[config.mk]
export PLATFORM = sky130hd
export DESIGN_NAME = hazard_info_pipe_flat
export DESIGN_NICKNAME = d
export VERILOG_FILES = /design/src/rtl/hazard_info_pipe_if.sv /design/src/rtl/hazard_info_pipe.sv /design/src/flat_wrapper.sv
export SDC_FILE = /design/constraint.sdc
export NUM_CORES = 1
export LEC_CHECK = 0
export CORE_MARGIN = 5
export CORE_UTILIZATION = 41
export DETAILED_ROUTE_END_ITERATION = 7
export PLACE_DENSITY_LB_ADDON = 0.12
export SETUP_SLACK_MARGIN = 0.2
export SLEW_MARGIN = 20
export SYNTH_ARGS = -nofsm -noshare
export SYNTH_HDL_FRONTEND = slang
export SYNTH_SLANG_ARGS = --single-unit
[constraint.sdc]
create_clock -name clk -period 2.6 [get_ports clk]
set_clock_uncertainty 0.15 [all_clocks]
set_input_delay 0.39 -clock clk [delete_from_list [all_inputs] [get_ports clk]]
set_output_delay 0.39 -clock clk [all_outputs]
set_load 0.05 [all_outputs]
[src/rtl/hazard_info_pipe_if.sv]
// D-stage hazard fields in, per-stage E/M/W hazard fields out.
// stall_cnt exists only when HAZARD_PIPE_STAT_EN is defined.
interface hazard_info_pipe_if;
  logic       stall;
  logic [4:0] a1_d, a2_d, a3_d;
  logic       we_d;
  logic [2:0] tnew_d;
  logic [4:0] a1_e, a2_e, a3_e;
  logic       we_e;
  logic [2:0] tnew_e;
  logic [4:0] a1_m, a2_m, a3_m;
  logic       we_m;
  logic [2:0] tnew_m;
  logic [4:0] a3_w;
  logic       we_w;
`ifdef HAZARD_PIPE_STAT_EN
  logic [15:0] stall_cnt;
`endif

  modport master (
    output stall, a1_d, a2_d, a3_d, we_d, tnew_d,
    input  a1_e, a2_e, a3_e, we_e, tnew_e,
    input  a1_m, a2_m, a3_m, we_m, tnew_m,
    input  a3_w, we_w
`ifdef HAZARD_PIPE_STAT_EN
    , input stall_cnt
`endif
  );

  modport slave (
    input  stall, a1_d, a2_d, a3_d, we_d, tnew_d,
    output a1_e, a2_e, a3_e, we_e, tnew_e,
    output a1_m, a2_m, a3_m, we_m, tnew_m,
    output a3_w, we_w
`ifdef HAZARD_PIPE_STAT_EN
    , output stall_cnt
`endif
  );
endinterface

[src/rtl/hazard_info_pipe.sv]
// Hazard-info shift pipeline D->E->M->W with a bubble mux on the E input.
// Optional stall-cycle counter enabled by defining HAZARD_PIPE_STAT_EN.
module hazard_info_pipe (
  input logic              clk,
  input logic              reset_n,
  hazard_info_pipe_if.slave bus
);

  function automatic logic [2:0] tnew_dec(input logic [2:0] t);
    return (t == 3'd0) ? 3'd0 : t - 3'd1;
  endfunction

  logic [4:0] a1_p0, a2_p0, a3_p0;
  logic       we_p0;
  logic [2:0] tnew_p0;
  logic [4:0] a1_p1, a2_p1, a3_p1;
  logic       we_p1;
  logic [2:0] tnew_p1;
  logic [4:0] a3_p2;
  logic       we_p2;

  always_ff @(posedge clk or negedge reset_n) begin
    if (!reset_n) begin
      a1_p0   <= '0;
      a2_p0   <= '0;
      a3_p0   <= '0;
      we_p0   <= 1'b0;
      tnew_p0 <= '0;
      a1_p1   <= '0;
      a2_p1   <= '0;
      a3_p1   <= '0;
      we_p1   <= 1'b0;
      tnew_p1 <= '0;
      a3_p2   <= '0;
      we_p2   <= 1'b0;
    end else begin
      // D -> E: a stall injects an all-zero bubble; writes to $0 are dropped here
      if (bus.stall) begin
        a1_p0   <= '0;
        a2_p0   <= '0;
        a3_p0   <= '0;
        we_p0   <= 1'b0;
        tnew_p0 <= '0;
      end else begin
        a1_p0   <= bus.a1_d;
        a2_p0   <= bus.a2_d;
        a3_p0   <= bus.a3_d;
        we_p0   <= bus.we_d && (bus.a3_d != 5'd0);
        tnew_p0 <= bus.tnew_d;
      end
      // E -> M
      a1_p1   <= a1_p0;
      a2_p1   <= a2_p0;
      a3_p1   <= a3_p0;
      we_p1   <= we_p0;
      tnew_p1 <= tnew_dec(tnew_p0);
      // M -> W
      a3_p2   <= a3_p1;
      we_p2   <= we_p1;
    end
  end

  assign bus.a1_e   = a1_p0;
  assign bus.a2_e   = a2_p0;
  assign bus.a3_e   = a3_p0;
  assign bus.we_e   = we_p0;
  assign bus.tnew_e = tnew_p0;
  assign bus.a1_m   = a1_p1;
  assign bus.a2_m   = a2_p1;
  assign bus.a3_m   = a3_p1;
  assign bus.we_m   = we_p1;
  assign bus.tnew_m = tnew_p1;
  assign bus.a3_w   = a3_p2;
  assign bus.we_w   = we_p2;

`ifdef HAZARD_PIPE_STAT_EN
  function automatic logic [15:0] cnt_sat_inc(input logic [15:0] c);
    return (c == 16'hFFFF) ? c : c + 16'd1;
  endfunction

  logic [15:0] stall_cnt_q;

  always_ff @(posedge clk or negedge reset_n) begin
    if (!reset_n)       stall_cnt_q <= '0;
    else if (bus.stall) stall_cnt_q <= cnt_sat_inc(stall_cnt_q);
  end

  assign bus.stall_cnt = stall_cnt_q;
`endif

endmodule

[src/flat_wrapper.sv]
// flat-port wrapper written by rule: the top's interface ports become plain ports
module hazard_info_pipe_flat 
  (clk, reset_n, bus_stall, bus_a1_d, bus_a2_d, bus_a3_d, bus_we_d, bus_tnew_d, bus_a1_e, bus_a2_e, bus_a3_e, bus_we_e, bus_tnew_e, bus_a1_m, bus_a2_m, bus_a3_m, bus_we_m, bus_tnew_m, bus_a3_w, bus_we_w);
  hazard_info_pipe_if bus_i ();
  input logic clk;
  input logic reset_n;
  input wire logic [$bits(bus_i.stall)-1:0] bus_stall;
  input wire logic [$bits(bus_i.a1_d)-1:0] bus_a1_d;
  input wire logic [$bits(bus_i.a2_d)-1:0] bus_a2_d;
  input wire logic [$bits(bus_i.a3_d)-1:0] bus_a3_d;
  input wire logic [$bits(bus_i.we_d)-1:0] bus_we_d;
  input wire logic [$bits(bus_i.tnew_d)-1:0] bus_tnew_d;
  output wire logic [$bits(bus_i.a1_e)-1:0] bus_a1_e;
  output wire logic [$bits(bus_i.a2_e)-1:0] bus_a2_e;
  output wire logic [$bits(bus_i.a3_e)-1:0] bus_a3_e;
  output wire logic [$bits(bus_i.we_e)-1:0] bus_we_e;
  output wire logic [$bits(bus_i.tnew_e)-1:0] bus_tnew_e;
  output wire logic [$bits(bus_i.a1_m)-1:0] bus_a1_m;
  output wire logic [$bits(bus_i.a2_m)-1:0] bus_a2_m;
  output wire logic [$bits(bus_i.a3_m)-1:0] bus_a3_m;
  output wire logic [$bits(bus_i.we_m)-1:0] bus_we_m;
  output wire logic [$bits(bus_i.tnew_m)-1:0] bus_tnew_m;
  output wire logic [$bits(bus_i.a3_w)-1:0] bus_a3_w;
  output wire logic [$bits(bus_i.we_w)-1:0] bus_we_w;
  assign bus_i.stall = bus_stall;
  assign bus_i.a1_d = bus_a1_d;
  assign bus_i.a2_d = bus_a2_d;
  assign bus_i.a3_d = bus_a3_d;
  assign bus_i.we_d = bus_we_d;
  assign bus_i.tnew_d = bus_tnew_d;
  assign bus_a1_e = bus_i.a1_e;
  assign bus_a2_e = bus_i.a2_e;
  assign bus_a3_e = bus_i.a3_e;
  assign bus_we_e = bus_i.we_e;
  assign bus_tnew_e = bus_i.tnew_e;
  assign bus_a1_m = bus_i.a1_m;
  assign bus_a2_m = bus_i.a2_m;
  assign bus_a3_m = bus_i.a3_m;
  assign bus_we_m = bus_i.we_m;
  assign bus_tnew_m = bus_i.tnew_m;
  assign bus_a3_w = bus_i.a3_w;
  assign bus_we_w = bus_i.we_w;
  hazard_info_pipe u_core (.clk(clk), .reset_n(reset_n), .bus(bus_i));
endmodule
==> run_results.csv, run 1 <==
group,metric,value,unit
routing,viasPerCell,4.275,
logic_synthesis,syn-num-nets,99,
floorplan,io_pins,66,
logic_synthesis,syn_avg_cell_area,17.37,sq um
sta,report.final.slew_viol_count,0,
placement,place_area,0.001996,sq mm
global_route,grt_pass1_wl,3974,um
clock_network,clk_root_buffer_cell,"clkbuf_4",
routing,wl,2508,um
placement,gp_congestion,0.6583,
setup_path,path_max_fanout,4,
run,drv_cap,0,
floorplan,start_util,0.4266,
setup_path,cp.required,2.06,ns
global_route,antenna_found_initial,0,
floorplan,dieArea,0.004404,sq mm
sta,rsz0062_at_grt,"no",
setup_path,slowest_delay,0.83,ns
placement,port_buffers,65,
global_route,grt_pass1_vias,895,
setup_path,cp_top_family,"buffers and inverters",
cells_and_area,final_nets,172,
logic_synthesis,yosysSeqAreaShare,0.8453,
cells_and_area,antenna_cells,0,
sta,hold_violations,0,
routing,vias,825,
sta,slew_headroom,0.5877,
setup_path,cpMaxStageDelayCell,"clkdlybuf4s50_1",
min_path,hp-class,"reg -> reg",
power_and_ir_drop,vdd_drop_max,0.0003822,V
setup_path,cp-end-kind,"output pin",
sta,min_period,2.110,ns
placement,dp_hpwl,1929,um
logic_synthesis,yosysUniqueCellTypes,12,
sta,setup_viol,0,
sta,finalSetupTns,0,ns
power_and_ir_drop,leakage,0.9666,nW
logic_synthesis,ys_warn_count,0,
routing,antenna_left,0,
setup_path,cp_cell_sequence,"clkdlybuf4s50_1",
routing,drc,0,
power_and_ir_drop,design_power_total,1.406,mW
sta,max_freq,473.9,MHz
global_route,grt.total_usage,0.1261,
routing,dr.pass1.iters,2,
cells_and_area,drive_gt1_frac,0.06711,
floorplan,std_cell_rows,20,
routing,first_iter_violations,7,
setup_path,timing_worst_setup_path_type,"reg -> out",
cells_and_area,final_area,0.002102,sq mm
clock_network,clock_latency,0.34,ns
setup_path,rrSetupSlack,1.52,ns
setup_path,start_kind,"flip-flop",
setup_path,crit_buf_inv,1,
clock_network,cts_buffer_depth,2,
power_and_ir_drop,cellPowerDensity,668.9,mW/mm^2
global_route,overflow,0,
clock_network,cts_htree_levels,2,
clock_network,cts_setup_buffers,0,
cells_and_area,area_delta_synth_final,61.38,%
floorplan,die_h,66.37,um
global_route,grt_max_degree,45,
setup_path,arrival,1.57,ns
run_status,run_status,"complete, no violations",
clock_network,cts_tree,"built",
floorplan,die_w,66.37,um
clock_network,cts_sinks,44,
routing,routedWlPerCell,12.99,um
floorplan,core_area,0.003053,sq mm
sta,worst_pin_slew,0.6166,ns
logic_synthesis,ys_ff_latch,44,
logic_synthesis,netlist_area,0.001302,sq mm
clock_network,cts_made_buffers,5,
sta,post-route-period-util,0.8115,
clock_network,clk_pin_slew,0.12,ns
logic_synthesis,netlist_instances,75,
==> cells in the mapped netlist <==
library cell,number,area share
a21oi_1,1,0.0038
and2b_1,7,0.040
buf_4,1,0.0058
dfrtp_1,44,0.85
ha_1,2,0.019
inv_1,2,0.0058
nand2_1,1,0.0029
nand2b_1,1,0.0048
nor2_1,3,0.0086
nor2b_1,11,0.053
nor3_1,1,0.0038
o21ai_2,1,0.0067
==> flip-flops by register name, indices dropped and copies added (netlist names) <==
name               count
u_core.bus.we_e        1
u_core.bus.we_w        1
u_core.bus.a3_w        5
u_core.bus.a1_m        5
u_core.bus.a3_e        5
u_core.bus.tnew_e      3
u_core.bus.a2_e        5
u_core.bus.we_m        1
u_core.bus.a1_e        5
u_core.bus.a3_m        5
u_core.bus.a2_m        5
u_core.bus.tnew_m      3
==> path summary, 6_finish.rpt <==
kind,startpoint,end,cells past startpoint
worst min register to register,u_core.bus.a1_e[0],u_core.bus.a1_m[0],0
worst max-delay path,u_core.bus.tnew_e[0],bus_tnew_e[0],1
min in group asynchronous,reset_n,u_core.bus.a3_w[4],2
max in group asynchronous,reset_n,u_core.bus.a2_m[2],3
worst max register to register,u_core.bus.tnew_e[0],u_core.bus.tnew_m[2],3
worst min-delay path,u_core.bus.a1_e[0],u_core.bus.a1_m[0],0
==> through the flow <==
step | utilization | hold slack, ns | setup WS [ns] | cells
floorplan | - | -0.05559 | 1.331 | 75
finish | 0.6885 | 0.2341 | 0.4900 | 193
detailed placement | 0.6537 | 0.2084 | 0.8079 | 183
CTS | 0.6787 | 0.04294 | 0.4728 | 191
global placement | 0.6537 | 0.2047 | 0.8588 | 183
global route | 0.6885 | 0.2462 | 0.4349 | 193
==> metal layers <==
metal	global-route usage	vias up	share of wire
met5	0	-	0
met4	0.04569	0	0.0052
met3	0.06293	2	0.11
met2	0.2156	39	0.55
met1	0.1326	406	0.34
li1	-	378	-
==> what timing repair did <==
item / in CTS / in global routing
hold endpoints to repair: 0 / 10
resized for setup: 0 / 0
hold buffers: 0 / 1
==> final cells by class <==
type                            instances  area [sq um]
Timing Repair Buffer                   67         675.6
Multi-Input combinational cell         28         186.4
Sequential cell                        44          1101
Clock inverter                          2         35.03
Tap cell                               44         55.05
Clock buffer                            6         41.29
Inverter                                2         7.507
Fill cell                             242         950.9
==> kinds of logic (layout without fill, tap and decap cells) <==
kind of cell / after synthesis / in the layout / share of synthesized area
DFF: 44 / 44 / 0.8453
adders and majority gates: 2 / 2 / 0.01921
AOI/OAI and AO/OA: 2 / 2 / 0.01056
and+or+nand+nor: 24 / 24 / 0.1134
buffers and inverters: 3 / 77 / 0.01153
==> cells in the final DEF (no fill, tap or decap), types with 2 or more instances in the layout <==
| cell | synthesis | routed |
|---|---|---|
| clkdlybuf4s50_1 | 0 | 64 |
| dfrtp_1 | 44 | 44 |
| nor2b_1 | 11 | 11 |
| and2b_1 | 7 | 7 |
| clkbuf_4 | 0 | 5 |
| nor2_1 | 3 | 3 |
| inv_1 | 2 | 2 |
| ha_1 | 2 | 2 |
==> power by group <==
group          switching [mW]  leakage, nW  internal [mW]
logic                   0.173        0.357          0.100
registers              0.0147        0.567          0.719
clock network           0.197       0.0422          0.202
Power figures use the tool's default switching activity.
==> run 2: changes to the inputs <==
- CORE_UTILIZATION: 41 -> 35
- clock period: 2.6 -> 1.7 ns (I/O delays scaled with it)
==> run 2 against run 1 <==
Sequential share of layout area up 0.19 points. Hold slack worse by 0.0032 ns. Flip-flop and latch count unchanged. Routed wire length down 4.8%. Non-clock buffer count up 2. First-iteration DRC count rose to 4.4 times the previous value. Cell count up 3.1%. Critical path depth unchanged. Count of clock-buffer cells in the layout down 1. Sequential power up 53%. Largest power group unchanged. Core utilization down 11 points. Via count down 4.7%.
==> run_results.csv, run 2 (synthesis gave the netlist of run 1 again) <==
group,metric,value,unit
run_status,run_status,"complete, no violations",
floorplan,std_cell_rows,22,
placement,gp_congestion,0.6830,
clock_network,cts_htree_levels,2,
power_and_ir_drop,p_clk_frac,0.411,
global_route,grt.total_usage,0.1042,
setup_path,arrival,0.90,ns
power_and_ir_drop,p_comb_frac,0.154,
sta,rsz0062_at_grt,"no",
cells_and_area,area_delta_synth_final,60.81,%
setup_path,cp_cell_sequence,"buf_4",
sta,post-route-period-util,0.7686,
routing,drc,0,
clock_network,clk_root_buffer_cell,"clkbuf_8",
power_and_ir_drop,design_power_total,2.586,mW
routing,wl,2388,um
sta,min_period,1.307,ns
setup_path,cp-startpoint,"u_core.bus.tnew_e[0]",
min_path,hp-class,"reg -> reg",
placement,dp_cells,190,
placement,port_buffers,65,
power_and_ir_drop,cellPowerDensity,1234,mW/mm^2
setup_path,cp-end-kind,"output pin",
routing,antenna_left,0,
floorplan,die_h,71.01,um
sta,hold_violations,0,
placement,dp_hpwl,1889,um
power_and_ir_drop,internal-power,1.970,mW
power_and_ir_drop,seqPwrFrac,0.435,
sta,report.final.slew_viol_count,0,
cells_and_area,layout_common_cells,"46 x buf_4, 44 x dfrtp_1, 20 x clkdlybuf4s50_1",
routing,viasPerCell,3.950,
setup_path,timing_worst_setup_path_type,"reg -> out",
setup_path,path_max_fanout,4,
clock_network,clock_latency,0.29,ns
cells_and_area,fin_cells,199,
routing,first_iter_violations,31,
power_and_ir_drop,vdd_drop_max,0.0006129,V
routing,dr.pass1.iters,3,
min_path,worstHoldStart,"u_core.bus.we_m",
clock_network,cts_sinks,44,
floorplan,io_pins,66,
run,drv_cap,0,
setup_path,cpMaxStageDelayCell,"dfrtp_1",
sta,max_freq,765.4,MHz
power_and_ir_drop,p_sw_frac,0.2381,
clock_network,cts_made_buffers,5,
cells_and_area,antenna_cells,0,
setup_path,cp_top_family,"flip-flops",
setup_path,r2r_start,"u_core.bus.tnew_e[0]",
global_route,grt_max_degree,24,
setup_path,cp.required,1.29,ns
global_route,grt_pass1_vias,842,
floorplan,start_util,0.3585,
floorplan,core_area,0.003633,sq mm
sta,worst_pin_slew,0.5155,ns
clock_network,clk_pin_slew,0.08,ns
setup_path,crit_buf_inv,1,
setup_path,slowest_delay,0.41,ns
power_and_ir_drop,p_switching,0.6155,mW
routing,routedWlPerCell,12.00,um
global_route,overflow,0,
floorplan,dieArea,0.005042,sq mm
clock_network,cts_buffer_depth,2,
global_route,antenna_found_initial,0,
routing,vias,786,
global_route,grt_pass1_wl,3988,um
sta,slew_headroom,0.6563,
cells_and_area,drive_gt1_frac,0.3775,
setup_path,start_kind,"flip-flop",
clock_network,cts_setup_buffers,0,
sta,finalSetupTns,0,ns
floorplan,die_w,71.01,um
cells_and_area,layout_commonest_cell,"buf_4",
clock_network,cts_hold_buf,1,
cells_and_area,final_nets,174,
power_and_ir_drop,leakage,1.078,nW
clock_network,cts_tree,"built",
sta,setup_viol,0,
clock_network,ctsResizeCount,0,
==> run 2: worst paths after layout <==
path,end,slack (ns),cells past startpoint
max,bus_tnew_e[0],0.39,1
min,u_core.bus.we_w,0.23,0
max reg2reg,u_core.bus.tnew_m[2],0.63,3
min reg2reg,u_core.bus.we_w,0.23,0
max in group asynchronous,u_core.bus.a3_w[2],0.58,3
min in group asynchronous,u_core.bus.a3_w[4],0.33,2
==> run 2: final cells by class <==
cell class                      instances  area, sq um
Timing Repair Buffer                   69        580.6
Sequential cell                        44         1101
Inverter                                2        7.507
Multi-Input combinational cell         28        186.4
Fill cell                             322         1539
Clock inverter                          3        90.09
Clock buffer                            5        68.82
Tap cell                               48        60.06
==> run 2: power by group through the flow <==
stage	Clock [mW]	Combinational [mW]	Sequential [mW]
2_1_floorplan	0	0.0291	1.34
3_3_place_gp	0	0.401	1.14
3_5_place_dp	0	0.403	1.15
4_1_cts	1.08	0.405	1.12
5_1_grt	1.13	0.420	1.13
6_report	1.06	0.399	1.12
==> run 2: metal layers <==
metal	wire [um]	GRT usage
met3	284	0.05398
met1	922	0.1233
met5	0	0
met4	30	0.06263
met2	1150	0.1504
==> run 2: per-stage QoR <==
stage / hold slack, ns / cell area [sq um] / utilization / setup WS (ns)
detailed placement: 0.1073 / 1926 / 0.5300 / 0.3240
finish: 0.2309 / 2095 / 0.5764 / 0.3935
global placement: 0.09785 / 1926 / 0.5300 / 0.3364
global route: 0.2443 / 2095 / 0.5764 / 0.3458
floorplan: -0.1906 / 1303 / - / 0.4313
CTS: 0.2328 / 2095 / 0.5764 / 0.3791
